### config.mk
export PLATFORM = sky130hd
export DESIGN_NAME = alu_sequencer
export DESIGN_NICKNAME = d
export VERILOG_FILES = /design/src/rtl/alu_sequencer.sv
export SDC_FILE = /design/constraint.sdc
export NUM_CORES = 1
export LEC_CHECK = 0
export CORE_UTILIZATION = 35
export DETAILED_ROUTE_END_ITERATION = 10
export GPL_ROUTABILITY_DRIVEN = 0
export PLACE_DENSITY = 0.63
export RECOVER_POWER = 25
export SLEW_MARGIN = 30
export SYNTH_ARGS = -nofsm -noshare
export SYNTH_HDL_FRONTEND = slang
export SYNTH_SLANG_ARGS = --single-unit
### constraint.sdc
create_clock -name clk -period 4.4 [get_ports clk]
set_clock_uncertainty 0.2 [all_clocks]
set_input_delay 0.88 -clock clk [delete_from_list [all_inputs] [get_ports clk]]
set_output_delay 0.88 -clock clk [all_outputs]
set_load 0.01 [all_outputs]
### src/rtl/alu_sequencer.sv
// Repeated-operation sequencer: drives an external combinational ALU cmd_rpt+1 times and returns the final result.
// Optional macro ALU_SEQ_PIPE_EN lets a new command be accepted on the same edge as the response handshake.
module alu_sequencer (
    input  logic        clk,
    input  logic        rst_n,
    input  logic        cmd_valid,
    output logic        cmd_ready,
    input  logic [3:0]  cmd_op,
    input  logic [15:0] cmd_x,
    input  logic [15:0] cmd_y,
    input  logic [3:0]  cmd_rpt,
    output logic [15:0] alu_x,
    output logic [15:0] alu_y,
    output logic [3:0]  alu_op,
    input  logic [15:0] alu_z,
    output logic        rsp_valid,
    input  logic        rsp_ready,
    output logic [15:0] rsp_z,
    output logic        rsp_zero
);

    // Handshakes: a transfer happens on a rising edge where valid && ready are both 1.
    typedef enum logic [1:0] {IDLE, EXEC, RESP} state_e;

    state_e      state_q, state_d;
    logic [3:0]  op_q, op_d;
    logic [15:0] x_q, x_d;
    logic [15:0] y_q, y_d;
    logic [3:0]  cnt_q, cnt_d;
    logic [15:0] rsp_z_q, rsp_z_d;
    logic        load;

    always_comb begin
        state_d   = state_q;
        op_d      = op_q;
        x_d       = x_q;
        y_d       = y_q;
        cnt_d     = cnt_q;
        rsp_z_d   = rsp_z_q;
        cmd_ready = 1'b0;
        rsp_valid = 1'b0;
        load      = 1'b0;

        case (state_q)
            IDLE: begin
                cmd_ready = 1'b1;
                if (cmd_valid) begin
                    load    = 1'b1;
                    state_d = EXEC;
                end
            end
            EXEC: begin
                // cnt counts remaining feedback passes; the last pass goes to rsp_z instead.
                if (cnt_q != 4'd0) begin
                    if (op_q[3]) begin
                        y_d = alu_z;
                    end else begin
                        x_d = alu_z;
                    end
                    cnt_d = cnt_q - 4'd1;
                end else begin
                    rsp_z_d = alu_z;
                    state_d = RESP;
                end
            end
            RESP: begin
                rsp_valid = 1'b1;
                if (rsp_ready) begin
`ifdef ALU_SEQ_PIPE_EN
                    cmd_ready = 1'b1;
                    if (cmd_valid) begin
                        load    = 1'b1;
                        state_d = EXEC;
                    end else begin
                        state_d = IDLE;
                    end
`else
                    state_d = IDLE;
`endif
                end
            end
            default: state_d = IDLE;
        endcase

        if (load) begin
            op_d  = cmd_op;
            x_d   = cmd_x;
            y_d   = cmd_y;
            cnt_d = cmd_rpt;
        end
    end

    always_ff @(posedge clk or negedge rst_n) begin
        if (!rst_n) begin
            state_q <= IDLE;
            op_q    <= 4'd0;
            x_q     <= 16'd0;
            y_q     <= 16'd0;
            cnt_q   <= 4'd0;
            rsp_z_q <= 16'd0;
        end else begin
            state_q <= state_d;
            op_q    <= op_d;
            x_q     <= x_d;
            y_q     <= y_d;
            cnt_q   <= cnt_d;
            rsp_z_q <= rsp_z_d;
        end
    end

    // ALU operands come straight from registers so cmd_* never reaches the ALU combinationally.
    assign alu_x    = x_q;
    assign alu_y    = y_q;
    assign alu_op   = op_q;
    assign rsp_z    = rsp_z_q;
    assign rsp_zero = (rsp_z_q == 16'h0000);

endmodule
After elaboration in Yosys (flattened, before gate mapping):

Cells that the tools add are included.

* register bits: 58
* word-level logic and storage cells: 44
* bits of input ports: 60
* output and inout port bits: 55

* add/sub/neg operators: 1
* muxes and demuxes: 19
* eq/ne operators: 6
* reduce and logical (&&, ||, !) cells: 11
* bitwise logic cells: 1

Operators by type and width (number)
* $mux 16: 8
* $logic_not 16->1: 1
* $mux 4: 3
* $reduce_and 3->1: 3
* $mux 2: 3
* $ne 2x2->1 const B: 3
* $pmux 2 s3: 1
* $reduce_bool 2->1: 3
* $mux 1: 4
* $reduce_and 2->1: 2
* $reduce_bool 4->1: 1
* $sub 4x1->4 const B: 1
* $eq 2x1->1 const B: 1
* $eq 2x2->1 const B: 1
* $logic_not 2->1: 1
* $ne 2x1->1 const B: 1
* $not 1->1: 1

Longest topological paths before layout:

Gate-level depths: netlist (run 1).

* word-level depth: 4
* depth in mapped cells: 8
* depth with buffers taken out: 5

Least setup slack after synthesis (run 1):

Ideal clock, no wire load.

* path kind: input port to flip-flop
* start point: input port cmd_valid
* end point: register x_q[10] (netlist: alu_x[10])
* arrival time: 2002 ps
* path buffers: 2
* setup slack: 2125 ps
* stages on the path: 5
* data required time: 4127 ps
* setup time: 73 ps
* cells stage by stage: or3b_1 buf_2 a221oi_4 buf_6 a2bb2oi_2

* cells in the longest elaborated chain, start to end: 4
* elaborated cells between the ends (all ways): 7
* those cells by class: eq/ne: 1; mux: 3; reduce/logical: 3

RTL lines
* start: declaration: RTL line 6 `input logic cmd_valid,`
* $mux 1 (*): RTL line 47 `if (cmd_valid) begin`
* $mux 1 (*): RTL line 44 `case (state_q)`
* $ne 2x1->1 (no source line) / $reduce_bool 2->1 (equally long branches)
* $reduce_and 3->1 (no source line)
* end signal: assignment: RTL line 97 `x_q <= 16'd0;`
* end signal: assignment: RTL line 104 `x_q <= x_d;`
* end: declaration: RTL line 27 `logic [15:0] x_q, x_d;`

Mark *: on every way between the ends. The rest lies on a longest branch, timed or not.
A chain may end at the register's enable or synchronous reset.

Final worst setup path (run 1):

* start point: register rsp_z_q[1] (netlist: rsp_z[1])
* end point: output port rsp_zero

* cells in the longest elaborated chain, start to end: 1

RTL lines
* start: declaration: RTL line 30 `logic [15:0] rsp_z_q, rsp_z_d;`
* start signal: assignment: RTL line 107 `rsp_z_q <= rsp_z_d;`
* $logic_not 16->1: RTL line 116 `assign rsp_zero = (rsp_z_q == 16'h0000);`
* end: declaration: RTL line 19 `output logic rsp_zero`

Every way passes these cells.

==> flow_summary.yaml, run 1 <==
setup_path:
  cp-start-kind: "register"
  crit_buf_inv: 1
  worstReg2RegEnd: "alu_y[12]$_DFFE_PN0P_"
  worstSetupEndpointType: "output port"
  crit_family: "simple AND/OR/NAND/NOR gates"
  worstPathArrival_ns: 1.92
  crit_slowest_cell: "clkdlybuf4s50_1"
  reg2regPathDepth: 5
  crit_fanout: 3
  regToRegStartpoint: "cnt_q[0]$_DFFE_PN0P_"
  slowest_delay_ns: 0.54
  critical_path_required_ns: 3.32
  critical_path_class: "register to output port"
  path_cells: "nor4_1, and4_1, clkdlybuf4s50_1"
  r2r_slack_ns: 1.95
die:
  coreArea_um2: 7848
  die_area_um2: 8570
  std_cell_rows: 32
  die_w_um: 92.58
  pin_count: 115
  initial_utilization: 0.3659
  dieHeight_um: 92.58
timing:
  min_period_ns: 3.002
  fin_tns_setup_ns: 0
  slew_headroom: 0.06853
  setup_violations: 0
  worstMarginPinSlew_ns: 1.397
  hold_viol: 0
  max_freq_mhz: 333.1
  maxSlewViolCount: 0
  post-route-period-util: 0.6823
  rsz0062_at_grt: "false"
cts:
  cts_hold_buffers: 0
  clk_pin_slew_ns: 0.06
  cts_resized: 0
  htreeDepth: 3
  numCtsBuffers: 9
  cts_tree: "yes"
  cts_max_path_buffers: 2
  worstSkewPairLatency_ns: 0.32
  postCtsSetupBuffers: 0
  cts-root-buf: "clkbuf_8"
  cts.sinks: 58
yosys:
  synthTopCellsByArea: "dfrtp_1 (51%), mux2i_1 (6.6%), mux2_2 (6.3%), nand2_1 (5.8%), a2bb2oi_2 (5.2%)"
  synth.net_count: 320
  synth_top_area_share: 0.5054
  yosysWarnings: 0
  ys_seq_area_frac: 0.5054
  syn_area_um2: 2872
  yosysTopAreaCell: "dfrtp_1"
  syn_avg_cell_area_um2: 11.13
  synth-seq-cells: 58
  syn_inst: 258
  yosysUniqueCellTypes: 36
cells_and_area:
  multiInputGateArea_um2: 1319
  area_growth_pct: 50.07
  layoutNonFillerInstCount: 476
  layout_commonest_cell: "clkdlybuf4s50_1"
  layout_common_cells: "clkdlybuf4s50_1 (113), dfrtp_1 (58), nand2_1 (44), mux2i_1 (19)"
  final_area_um2: 4309
  drive_gt1_frac: 0.1898
  nets: 431
  seqCellArea_um2: 1451
  n_fill_cell: 747
  antennaDiodeCount: 0
  final_util: 0.5491
routing:
  num_vias: 2413
  avgRoutedWirePerCell_um: 16.93
  drcViolationCount: 0
  dr.pass1.iters: 4
  viasPerCell: 5.069
  drt-initial-drc-count: 123
  ant_nets: 0
  totalWireLength_mm: 8.058
run:
  cap_violations: 0
worst_hold_path:
  min_to: "alu_op[0]$_DFFE_PN0P_"
  hold_path_class: "register to register"
  hold_path_startpoint: "alu_op[0]$_DFFE_PN0P_"
  hold_depth: 2
placement:
  dp_hpwl_mm: 5.769
  placed_area_um2: 4094
  io_buffers: 114
  dp.cells: 459
power:
  combPwrFrac: 0.518
  p_leak_nw: 1.853
  power_switching_mw: 1.093
  p_sw_frac: 0.3528
  seqPwrFrac: 0.327
  clock_power_share: 0.155
  cellPowerDensity_nw_per_um2: 719.2
  ir_drop_mv: 0.3002
  intPower_mw: 2.006
grt:
  grt_pass1_vias: 2467
  grt_overflow: 0
  antenna_found_initial: 0
  grt_pass1_wl_mm: 13.19
  grt_max_degree: 40
  grt.total_usage: 0.2001
outcome:
  status: "finished clean"
## cells by family (layout without fill, tap and decap cells)
logic type / count (synthesis) / count (layout) / share of synthesized area
flops: 58 / 58 / 0.5054
mux: 35 / 35 / 0.1290
fa+ha+maj: 2 / 2 / 0.008713
buf+inv: 25 / 141 / 0.03834
simple gates: 96 / 96 / 0.1769
compound gates: 42 / 42 / 0.1416
## sequential cells by signal (all words and copies together) (netlist names)
register and count:
alu_op 4, alu_x 16, alu_y 16, cnt_q 4, rsp_z 16, state_q 2
## worst register-to-register path, stage by stage, from the launching register on
cell and delay [ns]:
dfrtp_1 0.37, inv_1 0.10, ha_1 0.21, or3b_1 0.59
and3_1 0.66, o211ai_1 0.19
## power groups by stage
stage | clock, mW | combinational [mW] | sequential (mW)
after floorplan | 0 | 0.790 | 1.09
after global placement | 0 | 1.57 | 1.02
after detailed placement | 0 | 1.61 | 1.02
after CTS | 0.491 | 1.61 | 1.02
after global routing | 0.517 | 1.74 | 1.05
final | 0.479 | 1.61 | 1.01
## Yosys cell counts (all sizes together)
cell / instances
o21bai: 1
nand4: 16
nor3b: 2
inv: 4
and4: 1
mux2: 16
nor4: 4
a21oi: 3
o211ai: 16
nand2b: 1
a221oi: 2
a31oi: 1
o22ai: 1
nor2: 2
or2: 16
or3: 2
and3: 1
and3b: 1
clkbuf: 11
nand2: 45
a2bb2oi: 17
buf: 10
mux2i: 19
or3b: 2
ha: 2
or4b: 1
nand3b: 1
dfrtp: 58
nor2b: 1
o21ai: 1
## area by class of cell
class / count / area share
clock inverter: 1 / 0.001161
tap: 102 / 0.02962
timing repair buffer: 121 / 0.2773
inverter: 4 / 0.003484
clock buffer: 15 / 0.04559
multi-input combinational: 175 / 0.3060
sequential: 58 / 0.3368
## metal layers
| metal | part of all wire | track usage | vias to the layer above | wire [um] |
|---|---|---|---|---|
| li1 | - | - | 1158 | - |
| met1 | 0.49 | 0.2906 | 1177 | 3957 |
| met2 | 0.45 | 0.3056 | 73 | 3663 |
| met3 | 0.048 | 0.03777 | 5 | 389 |
| met4 | 0.0058 | 0.05078 | 0 | 47 |
| met5 | 0 | 0 | - | 0 |
## worst max path at each step
stage                                    start               endpoint  slack [ns]  depth (start not counted)
after CTS                 rsp_z[1]$_DFFE_PN0P_               rsp_zero        1.36                          3
after detailed placement             cmd_valid   alu_x[4]$_DFFE_PN0P_        1.12                          4
after global routing      rsp_z[1]$_DFFE_PN0P_               rsp_zero        1.27                          3
after global placement               cmd_valid  alu_x[15]$_DFFE_PN0P_        1.21                          4
final                     rsp_z[1]$_DFFE_PN0P_               rsp_zero        1.40                          3
after floorplan                      cmd_valid  alu_x[10]$_DFFE_PN0P_        2.12                          5
## per-stage QoR
step	hold slack (ns)	power, mW	worst slack, ns
after floorplan	0.3139	1.881	2.125
after global placement	0.2676	2.593	1.210
after detailed placement	0.2728	2.626	1.116
after CTS	0.2891	3.115	1.360
after global routing	0.3168	3.305	1.274
final	0.2920	3.099	1.398
No activity file was read; power rests on OpenSTA's default activity.
==> inputs of run 2 (changes only) <==
- clock period: 4.4 -> 2.78 ns (I/O delays scaled with it)
==> run 2 against run 1 <==
Global-route usage fell by 0.36 points; hold slack got worse by 0.011 ns; sequential share of layout area fell by 0.35 points; via count rose by 1.1%; final area rose by 1.0%; critical path type unchanged; non-clock buffer count rose by 5; core utilization rose by 0.57 points; sequential power rose by 58%; flip-flop and latch count did not move; die area did not move; highest routed layer unchanged; clock power rose by 82%.
==> flow_summary.yaml, run 2 (synthesis results as in run 1) <==
outcome:
  status: "finished clean"
cts:
  clk_pin_slew_ns: 0.07
  cts_hold_buffers: 0
  postCtsSetupBuffers: 0
  numCtsBuffers: 9
  cts_resized: 0
  cts-root-buf: "clkbuf_8"
  cts_tree: "yes"
  cts_max_path_buffers: 2
  worstSkewPairLatency_ns: 0.34
  htreeDepth: 3
  cts.sinks: 58
routing:
  totalWireLength_mm: 8.097
  avgRoutedWirePerCell_um: 16.83
  drt-initial-drc-count: 86
  num_vias: 2439
  dr.pass1.iters: 4
  ant_nets: 0
  drcViolationCount: 0
  viasPerCell: 5.071
grt:
  grt_max_degree: 59
  grt_pass1_wl_mm: 12.80
  grt_overflow: 0
  grt_pass1_vias: 2444
  antenna_found_initial: 0
  grt.total_usage: 0.1965
cells_and_area:
  layout_commonest_cell: "clkdlybuf4s50_1"
  layout_common_cells: "clkdlybuf4s50_1 (113), dfrtp_1 (58), nand2_1 (44), mux2i_1 (19)"
  seqCellArea_um2: 1451
  final_area_um2: 4354
  multiInputGateArea_um2: 1319
  drive_gt1_frac: 0.2058
  n_fill_cell: 728
  layoutNonFillerInstCount: 481
  final_util: 0.5548
  antennaDiodeCount: 0
  nets: 436
  area_growth_pct: 51.63
setup_path:
  worstSetupEndpointType: "output port"
  reg2regPathDepth: 6
  worstPathArrival_ns: 1.87
  worstReg2RegEnd: "alu_y[11]$_DFFE_PN0P_"
  regToRegStartpoint: "cnt_q[0]$_DFFE_PN0P_"
  crit_fanout: 3
  r2r_slack_ns: 0.57
  critical_path_class: "register to output port"
  critical_path_required_ns: 2.02
  cp-start-kind: "register"
  critPathLaunch: "rsp_z[1]$_DFFE_PN0P_"
timing:
  rsz0062_at_grt: "false"
  max_freq_mhz: 380.6
  fin_tns_setup_ns: 0
  slew_headroom: 0.01744
  worstMarginPinSlew_ns: 1.474
  min_period_ns: 2.627
  hold_viol: 0
  maxSlewViolCount: 0
  post-route-period-util: 0.9450
  setup_violations: 0
placement:
  io_buffers: 114
  dp_hpwl_mm: 5.782
  dp.cells: 465
  placed_area_um2: 4139
worst_hold_path:
  hold_path_class: "register to register"
  hold_path_startpoint: "alu_op[2]$_DFFE_PN0P_"
  hold_depth: 2
  min_to: "alu_op[2]$_DFFE_PN0P_"
power:
  ir_drop_mv: 0.5059
  cellPowerDensity_nw_per_um2: 1155
  power_mw: 5.029
  p_leak_nw: 1.886
die:
  std_cell_rows: 32
  initial_utilization: 0.3659
  coreArea_um2: 7848
  pin_count: 115
  die_area_um2: 8570
  dieHeight_um: 92.58
  die_w_um: 92.58
run:
  cap_violations: 0
run 2: worst max path at each step:
stage                                       to  cells past startpoint
after CTS                             rsp_zero                      3
final                                 rsp_zero                      3
after floorplan           alu_y[0]$_DFFE_PN0P_                      8
after global routing                  rsp_zero                      3
after detailed placement  cnt_q[3]$_DFFE_PN0P_                      5
after global placement    cnt_q[3]$_DFFE_PN0P_                      5
run 2: cell type report:
class	count	area share
tap	102	0.02931
inverter	4	0.003448
timing repair buffer	126	0.2810
multi-input combinational	175	0.3029
clock inverter	6	0.01839
clock buffer	10	0.03161
sequential	58	0.3333
run 2: metal layers:
layer,wire [um],part of all wire,vias up,GRT usage
li1,-,-,1162,-
met3,377,0.047,13,0.04598
met4,107,0.013,0,0.06120
met2,3687,0.46,79,0.2957
met1,3923,0.48,1185,0.2790
met5,0,0,-,0
run 2: worst max-delay path: stages, from the launching register on:
cell,delay [ns]
dfrtp_1,0.40
nor4_1,0.36
and4_1,0.24
clkdlybuf4s50_1,0.55
run 2: through the flow:
step	hold slack (ns)	setup WS, ns
4_1_cts	0.2029	0.1031
3_3_place_gp	0.2704	0.2192
5_1_grt	0.3162	0.04455
3_5_place_dp	0.2707	0.1928
6_report	0.2807	0.1529
2_1_floorplan	0.06041	0.7753
run 2: report_power, final:
group          internal [mW]  total, mW  switching (mW)
clock network          0.523      0.870           0.347
registers               1.28       1.60           0.320
logic                   1.47       2.56            1.09
==> inputs of run 3 (changes only) <==
- MAX_ROUTING_LAYER: default -> met4
- REMOVE_ABC_BUFFERS: default -> 1
- SLEW_MARGIN: 30 -> default
==> run 3 against run 2 <==
The flow now finishes with violations (max-capacitance violations, max-slew violations); highest routed layer unchanged; largest cell class unchanged; sequential power about the same; critical path type unchanged; count of clock-buffer cells in the layout grew 1; core utilization about the same.
==> flow_summary.yaml, run 3 (synthesis results as in run 1) <==
outcome:
  status: "finished with violations"
  violations: "max-capacitance violations, max-slew violations"
setup_path:
  worstSetupEndpointType: "output port"
  crit_buf_inv: 1
  critical_path_class: "register to output port"
  critical_path_required_ns: 2.02
  crit_family: "buffers and inverters"
  crit_slowest_cell: "clkdlybuf4s50_1"
  crit_fanout: 3
  cp-start-kind: "register"
  slowest_delay_ns: 0.57
  path_cells: "nor4_2, and4_1, clkdlybuf4s50_1"
  worstPathArrival_ns: 1.87
die:
  dieHeight_um: 92.58
  die_w_um: 92.58
  die_area_um2: 8570
  std_cell_rows: 32
  pin_count: 115
  initial_utilization: 0.3659
  coreArea_um2: 7848
power:
  seqPwrFrac: 0.319
  cellPowerDensity_nw_per_um2: 1152
  combPwrFrac: 0.511
  ir_drop_mv: 0.4281
  power_mw: 5.015
  intPower_mw: 3.257
  p_sw_frac: 0.3507
  power_switching_mw: 1.759
  p_leak_nw: 1.872
  clock_power_share: 0.169
cts:
  cts.sinks: 58
  cts_hold_buffers: 0
  cts-root-buf: "clkbuf_8"
  postCtsSetupBuffers: 0
  cts_max_path_buffers: 2
  clk_pin_slew_ns: 0.07
  htreeDepth: 3
  cts_tree: "yes"
  numCtsBuffers: 9
  worstSkewPairLatency_ns: 0.33
timing:
  slew_headroom: -0.09869
  maxSlewViolCount: 31
  max_freq_mhz: 381.1
  hold_viol: 0
  setup_violations: 0
  rsz0062_at_grt: "false"
  min_period_ns: 2.624
  worstMarginPinSlew_ns: 1.648
  post-route-period-util: 0.9440
  fin_tns_setup_ns: 0
grt:
  grt.total_usage: 0.2092
  grt_max_degree: 35
  antenna_found_initial: 0
  grt_pass1_vias: 2437
  grt_overflow: 0
  grt_pass1_wl_mm: 13.24
placement:
  io_buffers: 114
  dp_hpwl_mm: 5.983
  placed_area_um2: 4144
cells_and_area:
  n_fill_cell: 707
  drive_gt1_frac: 0.1958
  layout_commonest_cell: "clkdlybuf4s50_1"
  nets: 435
  final_util: 0.5547
  layout_common_cells: "clkdlybuf4s50_1 (113), dfrtp_1 (58), nand2_1 (44), mux2i_1 (19)"
  area_growth_pct: 51.59
  antennaDiodeCount: 0
  final_area_um2: 4353
routing:
  num_vias: 2447
  drcViolationCount: 0
  viasPerCell: 5.098
  ant_nets: 0
  avgRoutedWirePerCell_um: 17.35
  dr.pass1.iters: 4
  totalWireLength_mm: 8.326
  drt-initial-drc-count: 91
worst_hold_path:
  hold_path_class: "register to register"
run:
  cap_violations: 1
run 3: changes by cell type in the layout (fill, tap and decap cells not counted):
| cell | delta |
|---|---|
| buf_12 | +1 |
| buf_2 | -1 |
| buf_4 | -3 |
| clkbuf_1 | +4 |
| clkbuf_8 | -1 |
| clkinv_2 | -2 |
| clkinv_4 | +1 |
| nor4_1 | -1 |
| nor4_2 | +1 |
run 3: cell type report:
cell class | count | area [um^2] | share of cell area
Clock buffer | 11 | 131.4 | 0.03018
Clock inverter | 5 | 78.83 | 0.01811
Inverter | 4 | 15.01 | 0.003449
Multi-Input combinational cell | 175 | 1325 | 0.3044
Sequential cell | 58 | 1451 | 0.3334
Tap cell | 102 | 127.6 | 0.02932
Timing Repair Buffer | 125 | 1224 | 0.2811
run 3: through the flow:
step,setup slack [ns],std cells,hold WS (ns)
6_report,0.1557,480,0.2824
3_3_place_gp,0.2801,464,0.2614
2_1_floorplan,0.05784,237,0.06041
4_1_cts,0.09614,480,0.08358
5_1_grt,0.06572,480,0.3349
3_5_place_dp,0.2300,464,0.2686
run 3: path summary, 6_finish.rpt:
path	from	endpoint	slack, ns	cells after the start
min	alu_op[0]$_DFFE_PN0P_	alu_op[0]$_DFFE_PN0P_	0.28	2
min in group asynchronous	rst_n	alu_op[2]$_DFFE_PN0P_	0.43	1
min reg2reg	alu_op[0]$_DFFE_PN0P_	alu_op[0]$_DFFE_PN0P_	0.28	2
max	rsp_z[10]$_DFFE_PN0P_	rsp_zero	0.16	3
max in group asynchronous	rst_n	alu_x[2]$_DFFE_PN0P_	0.57	2
max reg2reg	cnt_q[0]$_DFFE_PN0P_	rsp_z[2]$_DFFE_PN0P_	0.54	5
run 3: power by group through the flow:
stage          logic, mW  clock network, mW  registers, mW
2_1_floorplan       1.14                  0           1.76
5_1_grt             2.77              0.906           1.66
4_1_cts             2.59              0.863           1.60
3_3_place_gp        2.55                  0           1.59
3_5_place_dp        2.59                  0           1.59
6_report            2.56              0.850           1.60
run 3: timing repair:
action	4_1_cts	5_1_grt
endpoints found under the hold margin	0	0
endpoints found under the setup margin	1	0
gates resized for setup	1	0
run 3: routing by layer:
metal / up-vias / part of all wire / GRT usage
li1: 1162 / - / -
met1: 1214 / 0.47 / 0.2881
met2: 60 / 0.47 / 0.3080
met3: 11 / 0.040 / 0.03120
met4: 0 / 0.020 / 0.08724
met5: - / 0 / -
run 3: tightest hold or removal path, cell delays in order, from the launching register on:
cell and delay, ns:
dfrtp_1 0.34, nand2_1 0.05, nand2_1 0.06
